## src/rtl/spi_frame_link_pkg.sv

```systemverilog
// Shared types and constants for the framed SPI target link.
package spi_link_pkg;

  localparam int unsigned CMD_W        = 8;
  localparam int unsigned CMD_READ_BIT = 7;

  typedef enum logic [2:0] {
    ARMED = 3'd0,
    IDLE  = 3'd1,
    CMD   = 3'd2,
    RX    = 3'd3,
    TX    = 3'd4
  } link_state_e;

  // Number of SCK edges needed to move a field of the given width.
  function automatic int unsigned beats(input int unsigned width, input int unsigned lanes);
    return width / lanes;
  endfunction

endpackage

```

## src/rtl/spi_pin_sync.sv

```systemverilog
// Synchronises the SPI pins into clk and produces registered SCK and cs_n edge strobes.
module spi_pin_sync #(
  parameter int unsigned WIDTH       = 4,
  parameter int unsigned SYNC_STAGES = 2
) (
  input  logic             clk_i,
  input  logic             rst_i,
  input  logic             sck_i,
  input  logic             cs_n_i,
  input  logic [WIDTH-1:0] sdi_i,
  output logic             sck_rise_o,
  output logic             sck_fall_o,
  output logic             cs_rise_o,
  output logic             cs_fall_o,
  output logic             cs_n_o,
  output logic [WIDTH-1:0] sdi_o
);

  localparam int unsigned N = WIDTH + 2;

  logic [N-1:0]     sync_q [SYNC_STAGES];
  logic [N-1:0]     prev_q;
  logic [N-1:0]     last_s;
  logic             sck_rise_q;
  logic             sck_fall_q;
  logic             cs_rise_q;
  logic             cs_fall_q;
  logic             cs_n_q;
  logic [WIDTH-1:0] sdi_q;

  assign last_s = sync_q[SYNC_STAGES-1];

  // Reset to all-zero so a held-low cs_n after reset never looks like a fresh falling edge.
  always_ff @(posedge clk_i or posedge rst_i) begin
    if (rst_i) begin
      for (int i = 0; i < int'(SYNC_STAGES); i++) begin
        sync_q[i] <= '0;
      end
      prev_q     <= '0;
      sck_rise_q <= 1'b0;
      sck_fall_q <= 1'b0;
      cs_rise_q  <= 1'b0;
      cs_fall_q  <= 1'b0;
      cs_n_q     <= 1'b0;
      sdi_q      <= '0;
    end else begin
      sync_q[0] <= {sck_i, cs_n_i, sdi_i};
      for (int i = 1; i < int'(SYNC_STAGES); i++) begin
        sync_q[i] <= sync_q[i-1];
      end
      prev_q     <= last_s;
      sck_rise_q <= last_s[N-1] & ~prev_q[N-1];
      sck_fall_q <= ~last_s[N-1] & prev_q[N-1];
      cs_rise_q  <= last_s[N-2] & ~prev_q[N-2];
      cs_fall_q  <= ~last_s[N-2] & prev_q[N-2];
      cs_n_q     <= last_s[N-2];
      sdi_q      <= last_s[WIDTH-1:0];
    end
  end

  assign sck_rise_o = sck_rise_q;
  assign sck_fall_o = sck_fall_q;
  assign cs_rise_o  = cs_rise_q;
  assign cs_fall_o  = cs_fall_q;
  assign cs_n_o     = cs_n_q;
  assign sdi_o      = sdi_q;

endmodule

```

## src/rtl/spi_frame_link.sv

```systemverilog
// Framed SPI target: command byte, then RX words or TX words fed from a one-deep hold buffer.
module spi_frame_link
  import spi_link_pkg::*;
#(
  parameter int unsigned LANES       = 4,
  parameter int unsigned WORD_W      = 16,
  parameter int unsigned SYNC_STAGES = 2
) (
  input  logic              clk,
  input  logic              rst,
  input  logic              sck,
  input  logic              cs_n,
  input  logic [LANES-1:0]  sdi,
  output logic [LANES-1:0]  sdo,
  output logic              sdo_oe,
  output logic [CMD_W-1:0]  cmd,
  output logic              cmd_valid,
  output logic [WORD_W-1:0] rx_data,
  output logic              rx_valid,
  input  logic [WORD_W-1:0] tx_data,
  input  logic              tx_valid,
  output logic              tx_ready,
  output logic              frame_end,
  output logic              underrun
);

  localparam int unsigned CMD_BEATS  = beats(CMD_W, LANES);
  localparam int unsigned WORD_BEATS = beats(WORD_W, LANES);
  localparam int unsigned CNT_W      = $clog2(WORD_BEATS + 1);
  localparam logic [CNT_W-1:0] CMD_LAST  = CNT_W'(CMD_BEATS - 1);
  localparam logic [CNT_W-1:0] WORD_LAST = CNT_W'(WORD_BEATS - 1);

  logic             sck_rise_s;
  logic             sck_fall_s;
  logic             cs_rise_s;
  logic             cs_fall_s;
  logic             cs_n_s;
  logic [LANES-1:0] sdi_s;

  spi_pin_sync #(
    .WIDTH       (LANES),
    .SYNC_STAGES (SYNC_STAGES)
  ) u_pin_sync (
    .clk_i      (clk),
    .rst_i      (rst),
    .sck_i      (sck),
    .cs_n_i     (cs_n),
    .sdi_i      (sdi),
    .sck_rise_o (sck_rise_s),
    .sck_fall_o (sck_fall_s),
    .cs_rise_o  (cs_rise_s),
    .cs_fall_o  (cs_fall_s),
    .cs_n_o     (cs_n_s),
    .sdi_o      (sdi_s)
  );

  link_state_e       state_q;
  logic [CNT_W-1:0]  cnt_q;
  logic [WORD_W-1:0] shift_q;
  logic [CMD_W-1:0]  cmd_q;
  logic              cmd_valid_q;
  logic [WORD_W-1:0] rx_data_q;
  logic              rx_valid_q;
  logic [LANES-1:0]  sdo_q;
  logic              sdo_oe_q;
  logic              tx_ready_q;
  logic              frame_end_q;
  logic              underrun_q;
  logic [WORD_W-1:0] hold_q;
  logic [WORD_W-1:0] hold_d;
  logic              hold_full_q;
  logic              hold_full_d;
  logic              accept_s;
  logic              load_s;
  logic [WORD_W-1:0] tx_word_s;
  logic [WORD_W-1:0] shift_in_s;

  assign shift_in_s = {shift_q[WORD_W-LANES-1:0], sdi_s};

  // Hold-buffer bookkeeping: a load frees the slot before a same-cycle handshake refills it.
  always_comb begin
    accept_s  = tx_valid && tx_ready_q;
    load_s    = (state_q == TX) && sck_fall_s && !cs_rise_s && (cnt_q == '0);
    tx_word_s = hold_full_q ? hold_q : '0;
    hold_d    = accept_s ? tx_data : hold_q;
    if (cs_rise_s || (state_q != TX)) begin
      hold_full_d = 1'b0;
    end else begin
      hold_full_d = (hold_full_q && !load_s) || accept_s;
    end
  end

  // Hold buffer storage.
  always_ff @(posedge clk or posedge rst) begin
    if (rst) begin
      hold_q      <= '0;
      hold_full_q <= 1'b0;
    end else begin
      hold_q      <= hold_d;
      hold_full_q <= hold_full_d;
    end
  end

  // Frame state machine with registered outputs; cs_n rising outranks any coincident SCK edge.
  always_ff @(posedge clk or posedge rst) begin
    if (rst) begin
      state_q     <= ARMED;
      cnt_q       <= '0;
      shift_q     <= '0;
      cmd_q       <= '0;
      cmd_valid_q <= 1'b0;
      rx_data_q   <= '0;
      rx_valid_q  <= 1'b0;
      sdo_q       <= '0;
      sdo_oe_q    <= 1'b0;
      tx_ready_q  <= 1'b0;
      frame_end_q <= 1'b0;
      underrun_q  <= 1'b0;
    end else begin
      cmd_valid_q <= 1'b0;
      rx_valid_q  <= 1'b0;
      frame_end_q <= 1'b0;
      underrun_q  <= 1'b0;
      if ((state_q != ARMED) && cs_rise_s) begin
        state_q     <= IDLE;
        cnt_q       <= '0;
        sdo_q       <= '0;
        sdo_oe_q    <= 1'b0;
        tx_ready_q  <= 1'b0;
        frame_end_q <= 1'b1;
      end else begin
        case (state_q)
          ARMED: begin
            tx_ready_q <= 1'b0;
            if (cs_n_s) begin
              state_q <= IDLE;
            end
          end
          IDLE: begin
            tx_ready_q <= 1'b0;
            if (cs_fall_s) begin
              state_q <= CMD;
              cnt_q   <= '0;
              shift_q <= '0;
            end
          end
          CMD: begin
            tx_ready_q <= 1'b0;
            if (sck_rise_s) begin
              shift_q <= shift_in_s;
              if (cnt_q == CMD_LAST) begin
                cmd_q       <= shift_in_s[CMD_W-1:0];
                cmd_valid_q <= 1'b1;
                cnt_q       <= '0;
                if (shift_in_s[CMD_READ_BIT]) begin
                  state_q  <= TX;
                  sdo_oe_q <= 1'b1;
                end else begin
                  state_q <= RX;
                end
              end else begin
                cnt_q <= cnt_q + CNT_W'(1);
              end
            end
          end
          RX: begin
            tx_ready_q <= 1'b0;
            if (sck_rise_s) begin
              shift_q <= shift_in_s;
              if (cnt_q == WORD_LAST) begin
                rx_data_q  <= shift_in_s;
                rx_valid_q <= 1'b1;
                cnt_q      <= '0;
              end else begin
                cnt_q <= cnt_q + CNT_W'(1);
              end
            end
          end
          TX: begin
            tx_ready_q <= ~hold_full_d;
            if (load_s) begin
              sdo_q      <= tx_word_s[WORD_W-1 -: LANES];
              shift_q    <= {tx_word_s[WORD_W-LANES-1:0], {LANES{1'b0}}};
              cnt_q      <= WORD_LAST;
              underrun_q <= ~hold_full_q;
            end else if (sck_fall_s) begin
              sdo_q   <= shift_q[WORD_W-1 -: LANES];
              shift_q <= {shift_q[WORD_W-LANES-1:0], {LANES{1'b0}}};
              cnt_q   <= cnt_q - CNT_W'(1);
            end
          end
          default: begin
            state_q    <= ARMED;
            tx_ready_q <= 1'b0;
          end
        endcase
      end
    end
  end

  assign sdo       = sdo_q;
  assign sdo_oe    = sdo_oe_q;
  assign cmd       = cmd_q;
  assign cmd_valid = cmd_valid_q;
  assign rx_data   = rx_data_q;
  assign rx_valid  = rx_valid_q;
  assign tx_ready  = tx_ready_q;
  assign frame_end = frame_end_q;
  assign underrun  = underrun_q;

endmodule

```

## config.mk

```make
export PLATFORM = sky130hd
export DESIGN_NAME = spi_frame_link
export DESIGN_NICKNAME = d
export VERILOG_FILES = /design/src/rtl/spi_frame_link_pkg.sv /design/src/rtl/spi_pin_sync.sv /design/src/rtl/spi_frame_link.sv
export SDC_FILE = /design/constraint.sdc
export NUM_CORES = 1
export LEC_CHECK = 0
export CORE_UTILIZATION = 48
export DETAILED_ROUTE_END_ITERATION = 12
export HOLD_SLACK_MARGIN = 0.08
export PLACE_DENSITY_LB_ADDON = 0.3
export SYNTH_ARGS = -nofsm -noshare
export SYNTH_HDL_FRONTEND = slang
export SYNTH_SLANG_ARGS = --single-unit
```

## constraint.sdc

```tcl
create_clock -name clk -period 2.98 [get_ports clk]
set_input_delay 0.596 -clock clk [delete_from_list [all_inputs] [get_ports clk]]
set_output_delay 0.596 -clock clk [all_outputs]
set_load 0.05 [all_outputs]
```

; Word level (Yosys, flattened, before mapping)
; Cells that the tools add are included.
[classes]
addsub = 2
n_eq_ne = 17
mux = 46
bitwise_logic = 11
n_reduce_logical = 30
[op_table]
columns = operator, n
row1 = 16-bit 2-to-1 mux, 5
row2 = 16-bit one-hot mux with 3 select lines, 1
row3 = 3-bit 2-to-1 mux, 14
row4 = 3-bit one-hot mux with 4 select lines, 2
row5 = 1-bit 2-to-1 mux, 20
row6 = 4-bit 2-to-1 mux, 4
row7 = 3-bit by 2-bit != test with 1-bit output (second input constant), 5
row8 = 5-bit AND reduction, 3
row9 = 4-bit AND reduction, 3
row10 = 2-bit nonzero test, 5
row11 = 3-bit by 2-bit == test with 1-bit output (second input constant), 3
row12 = 3-bit nonzero test, 3
row13 = 1-bit NOT, 7
row14 = 3-bit by 1-bit == test with 1-bit output (second input constant), 2
row15 = 1-bit logical AND, 6
row16 = 3-bit logical NOT, 2
row17 = 2-bit by 1-bit != test with 1-bit output (second input constant), 3
row18 = 3-bit != test (second input constant), 2
row19 = 5-bit nonzero test, 1
row20 = 1-bit bitwise AND, 4
row21 = 4-bit by 2-bit != test with 1-bit output (second input constant), 1
row22 = 2-bit OR reduction, 2
row23 = 3-bit by 1-bit adder with 3-bit output (second input constant), 1
row24 = 3-bit == test (second input constant), 1
row25 = 4 further kinds, 6
[word_totals]
register_bits = 100
inputBits = 25
word_cells = 129

; Logic depth before layout (Yosys ltp)
[depth]
ltp_word = 11
ltp_mapped = 7
ltp_nobuf = 7

; Modules after synthesis
; A second synthesis with hierarchy kept.
[unflattened]
cells_unflattened = 301
area_unflattened_um2 = 3913.8
[by_module_without_submodules]
columns = module, instances, cells_per_inst, area_each_um2
row1 = spi_frame_link, 1, 270, 3294.4
row2 = spi_pin_sync, 1, 31, 619.3

; Worst setup path before layout
; No wires, ideal clock.
[synth_timing]
path_kind = register -> register
start = reg cnt_q[0]
end = reg shift_q[15]
arrival_ns = 1.756
path_slack_ns = 1.096
path_stages_with_launch = 8
period_less_slack_ns = 1.884
cell_sequence = dfrtp_1 -> inv_1 -> ha_1 -> nor4bb_1 -> o22ai_1 -> buf_2 -> a22o_1 -> mux2_1
[synth_between]
elab_chain_len = 4
word_cells_on_any_way = 6
classes_between = 1 x eq/ne / 2 x mux / 3 x reduce/logical
[synth_rtl]
columns = item, line_no
row1 = "start, declared", spi_frame_link.sv:58  ; logic [CNT_W-1:0] cnt_q;
row2 = "start signal, assigned", spi_frame_link.sv:162  ; cnt_q <= cnt_q + CNT_W'(1);
row3 = "start signal, assigned", spi_frame_link.sv:175  ; cnt_q <= cnt_q + CNT_W'(1);
row4 = "start signal, assigned", spi_frame_link.sv:189  ; cnt_q <= cnt_q - CNT_W'(1);
row5 = 3-bit logical NOT (*), spi_frame_link.sv:83  ; load_s = (state_q == TX) && sck_fall_s && !cs_rise_s && (cnt_q == '0);
row6 = 1-bit logical AND (*), spi_frame_link.sv:83
row7 = 3-bit by 2-bit != test with 1-bit output (no line) / 16-bit 2-to-1 mux (equally long branches), n/a
row8 = 5-bit AND reduction (no line) / 16-bit one-hot mux with 3 select lines (equally long branches), n/a
row9 = "end signal, assigned", spi_frame_link.sv:150  ; shift_q <= shift_in_s;
row10 = "end signal, assigned", spi_frame_link.sv:169  ; shift_q <= shift_in_s;
row11 = "end signal, assigned", spi_frame_link.sv:183  ; shift_q <= {tx_word_s[WORD_W-LANES-1:0], {LANES{1'b0}}};
row12 = "end, declared", spi_frame_link.sv:59  ; logic [WORD_W-1:0] shift_q;
; Mark *: on every way between the ends. The rest lies on a longest branch, timed or not.
; A chain may end at the register's enable or synchronous reset.

; Worst setup path in the final report
[layout_timing]
start = reg cnt_q[0]
end = reg shift_q[7]
; Same word-level chain as after synthesis.

==> out/qor.txt <==
Status = finished, final reports clean
Final Util = 0.610
WS Path Type = reg2reg
Worst VDD drop = 0.541 mV
Largest net degree at the start of global routing = 96
Die Ht = 92.1 µm
Clk sinks = 95
Slew at the pin with the worst max-slew slack = 1.06 ns
Max Slew Vio Count = 0
Routed Antenna Nets = 0
Setup crit start kind = register
Int Pwr = 2.21 mW
Syn_area_per_cell = 13.5 µm²
Sequential area share after synthesis = 0.611
Layout cells sized above 1 = 0.209
Clock Power Share = 0.231
Max stage delay on crit path = 0.44 ns
Max Cap Viol = 0
Fin Setup TNS = 0 ns
Clk_lat worst skew = 0.36 ns
Post-route cell area = 4730 µm²
Minimum clock period = 2.43 ns
Commonest cells after routing, fill and taps aside = dfrtp_1, clkdlybuf4s50_1, mux2_2, nand2_1, inv_1
Cells along the critical path = inv_1 -> ha_1 -> nor4bb_1 -> o22ai_1 -> a22o_1 -> mux2_1
Xor/xnor share of the synthesized area = 0
Fillers = 618
Die area = 8480 µm²
Clock Skew = 0.0102 ns
Final net count = 376
Vias in the first global route = 2395
Net count after synthesis = 319
Peak Freq = 0.411 GHz
Gp weighted congestion = 0.850
Power Density = 720 nW/µm²
Max Buffers Root-to-Sink = 2
Slowest-stage cell, CP = nor4bb_1
Hold_ws = 0.356 ns
Post-synthesis cell type count = 42
CP max FO = 12
Final worst-path cycle share = 0.817
Largest family of logic cells by synthesized area = multiplexers
Flop pwr share = 0.488
Hold-fix buffers, CTS = 0
Clk slew on worst S/H paths = 0.10 ns
Critical path arrival = 2.69 ns
P&R area growth vs syn = 21.6%
Final worst slack = 0.545 ns
DR iter-0 viols = 113
# IOs = 59
Postcts setup bufs = 0
Multiplexer area fraction after synthesis = 0.161
Synth Area in Simple Gates = 0.0848
EDFF count, synth = 0
Grt total ovfl = 0
Vias = 2433
Resized Gates After CTS = 0
DRT Pass-1 Iters = 4
Synth warn = 0
CTS H-Tree Depth = 3
Starting Density = 0.501
Switching share of power = 0.350
Net Sw Power = 1.19 mW
Netlist Area Pre-Place = 3890 µm²
Unrepaired setup endpoints after global routing = no
Initial antenna violation count = 0
Final hold viol count = 0
Most used DFF post-synth = dfrtp_1
Max transition margin = 0.290
Worst R2R Setup Slack = 0.55 ns
Compound-gate portion of the synthesized area = 0.0871
Register area = 2380 µm²
DIE WIDTH = 92.1 µm
Post-Synth Adder-Cell Area = 0.0193
ANT cells = 0
CTS tree = done
Post-Place Cell Area = 4550 µm²
Core area = 7770 µm²
DP HPWL = 4830 µm
GR Util All Layers = 0.187
CP Capture Type = register
Routed length per instance = 15.9 µm
Register bit count reported by yosys = 95
Area of the multi-input gates = 1370 µm²
Port bufs = 58
Synth Instances = 288
Commonest non-fill, non-tap cell in the layout = dfrtp_1
Static Leakage = 2.19 nW
Pre-CTS WS = 0.607 ns
Worst min-delay path class = reg2reg
CTS Buf Count = 9
First-pass GRT wire length = 11900 µm
# setup viols final = 0
Post-synth ARST share = 1.00
DRT Wirelength = 7180 µm
CTS Root Buffer Type = clkbuf_8
Req. time, crit path = 3.23 ns
Combinational power share = 0.281
DR DRC count = 0
# rows = 32
Avg Vias per Cell = 5.38
-- final timing paths --
check | startpoint | endpoint | cells past startpoint
worst max-delay path | cnt_q[0] | shift_q[7] | 6
worst min-delay path | u_pin_sync.sync_q[8] | u_pin_sync.last_s[2] | 0
worst max register to register | cnt_q[0] | shift_q[7] | 6
worst min register to register | u_pin_sync.sync_q[8] | u_pin_sync.last_s[2] | 0
max in group asynchronous | rst | hold_q[2] | 3
min in group asynchronous | rst | u_pin_sync.last_s[1] | 3
-- worst max-delay path, delay by kind of cell (launching register included) --
| family | cells | cell delay (ns) |
|---|---|---|
| DFF | 1 | 0.43 |
| and+or+nand+nor | 1 | 0.44 |
| buffers and inverters | 1 | 0.14 |
| adders and majority gates | 1 | 0.27 |
| AOI/OAI and AO/OA | 2 | 0.76 |
| muxes | 1 | 0.30 |
-- metrics by stage --
step,power [mW],instances
after detailed placement,2.64,436
after global routing,3.58,452
final,3.41,452
after global placement,2.61,436
after CTS,3.44,452
after floorplan,2.34,288
-- power groups by stage --
stage | combinational, mW | clock (mW) | sequential, mW
global route | 1.03 | 0.855 | 1.69
finish | 0.956 | 0.787 | 1.66
global placement | 0.929 | 0 | 1.68
floorplan | 0.495 | 0 | 1.85
CTS | 0.961 | 0.811 | 1.66
detailed placement | 0.954 | 0 | 1.69
-- sequential cells by signal (all words and copies together) (netlist names), 4 cells and up --
register,flops
sdo,4
u_pin_sync.sync_q,6
shift_q,16
cmd,8
rx_data,16
hold_q,16
u_pin_sync.last_s,6
-- layer usage --
metal / up-vias / GRT usage / share of wire
met1: 1212 / 0.253 / 0.46
met5: - / 0 / 0
met4: 0 / 0.102 / 0.024
met2: 71 / 0.287 / 0.47
met3: 13 / 0.0323 / 0.049
li1: 1137 / - / -
-- logic make-up (layout without fill, tap and decap cells) --
group / after synthesis / in the layout
and+or+nand+nor: 52 / 52
AOI/OAI and AO/OA: 49 / 49
DFF: 95 / 95
buffers and inverters: 30 / 92
adders and majority gates: 6 / 6
muxes: 56 / 56
-- synth_stat cells (2+ instances only) --
library cell	number	area, µm²
nor2b_1	8	50.1
nand2_1	16	60.1
clkbuf_1	6	22.5
nor3b_1	3	22.5
nand3b_1	2	15.0
o22ai_1	5	31.3
nor2_1	3	11.3
dfrtp_1	95	2380
buf_6	3	33.8
buf_2	3	15.0
a21oi_1	7	35.0
buf_4	2	15.0
a22o_1	12	105
a32oi_1	2	17.5
and3_1	4	25.0
nor3_4	2	32.5
mux2i_1	4	40.0
mux2_1	6	67.6
o21ai_0	13	65.1
mux2_2	46	518
inv_1	16	60.1
nand3_1	3	15.0
ha_1	6	75.1
a31oi_1	3	18.8
-- layout make-up --
type | instances | area share
timing repair buffer | 60 | 0.128
clock buffer | 9 | 0.0262
inverter | 16 | 0.0135
tap | 102 | 0.0270
multi-input combinational | 163 | 0.289
clock inverter | 7 | 0.0135
sequential | 95 | 0.502
Power figures use the tool's default switching activity.
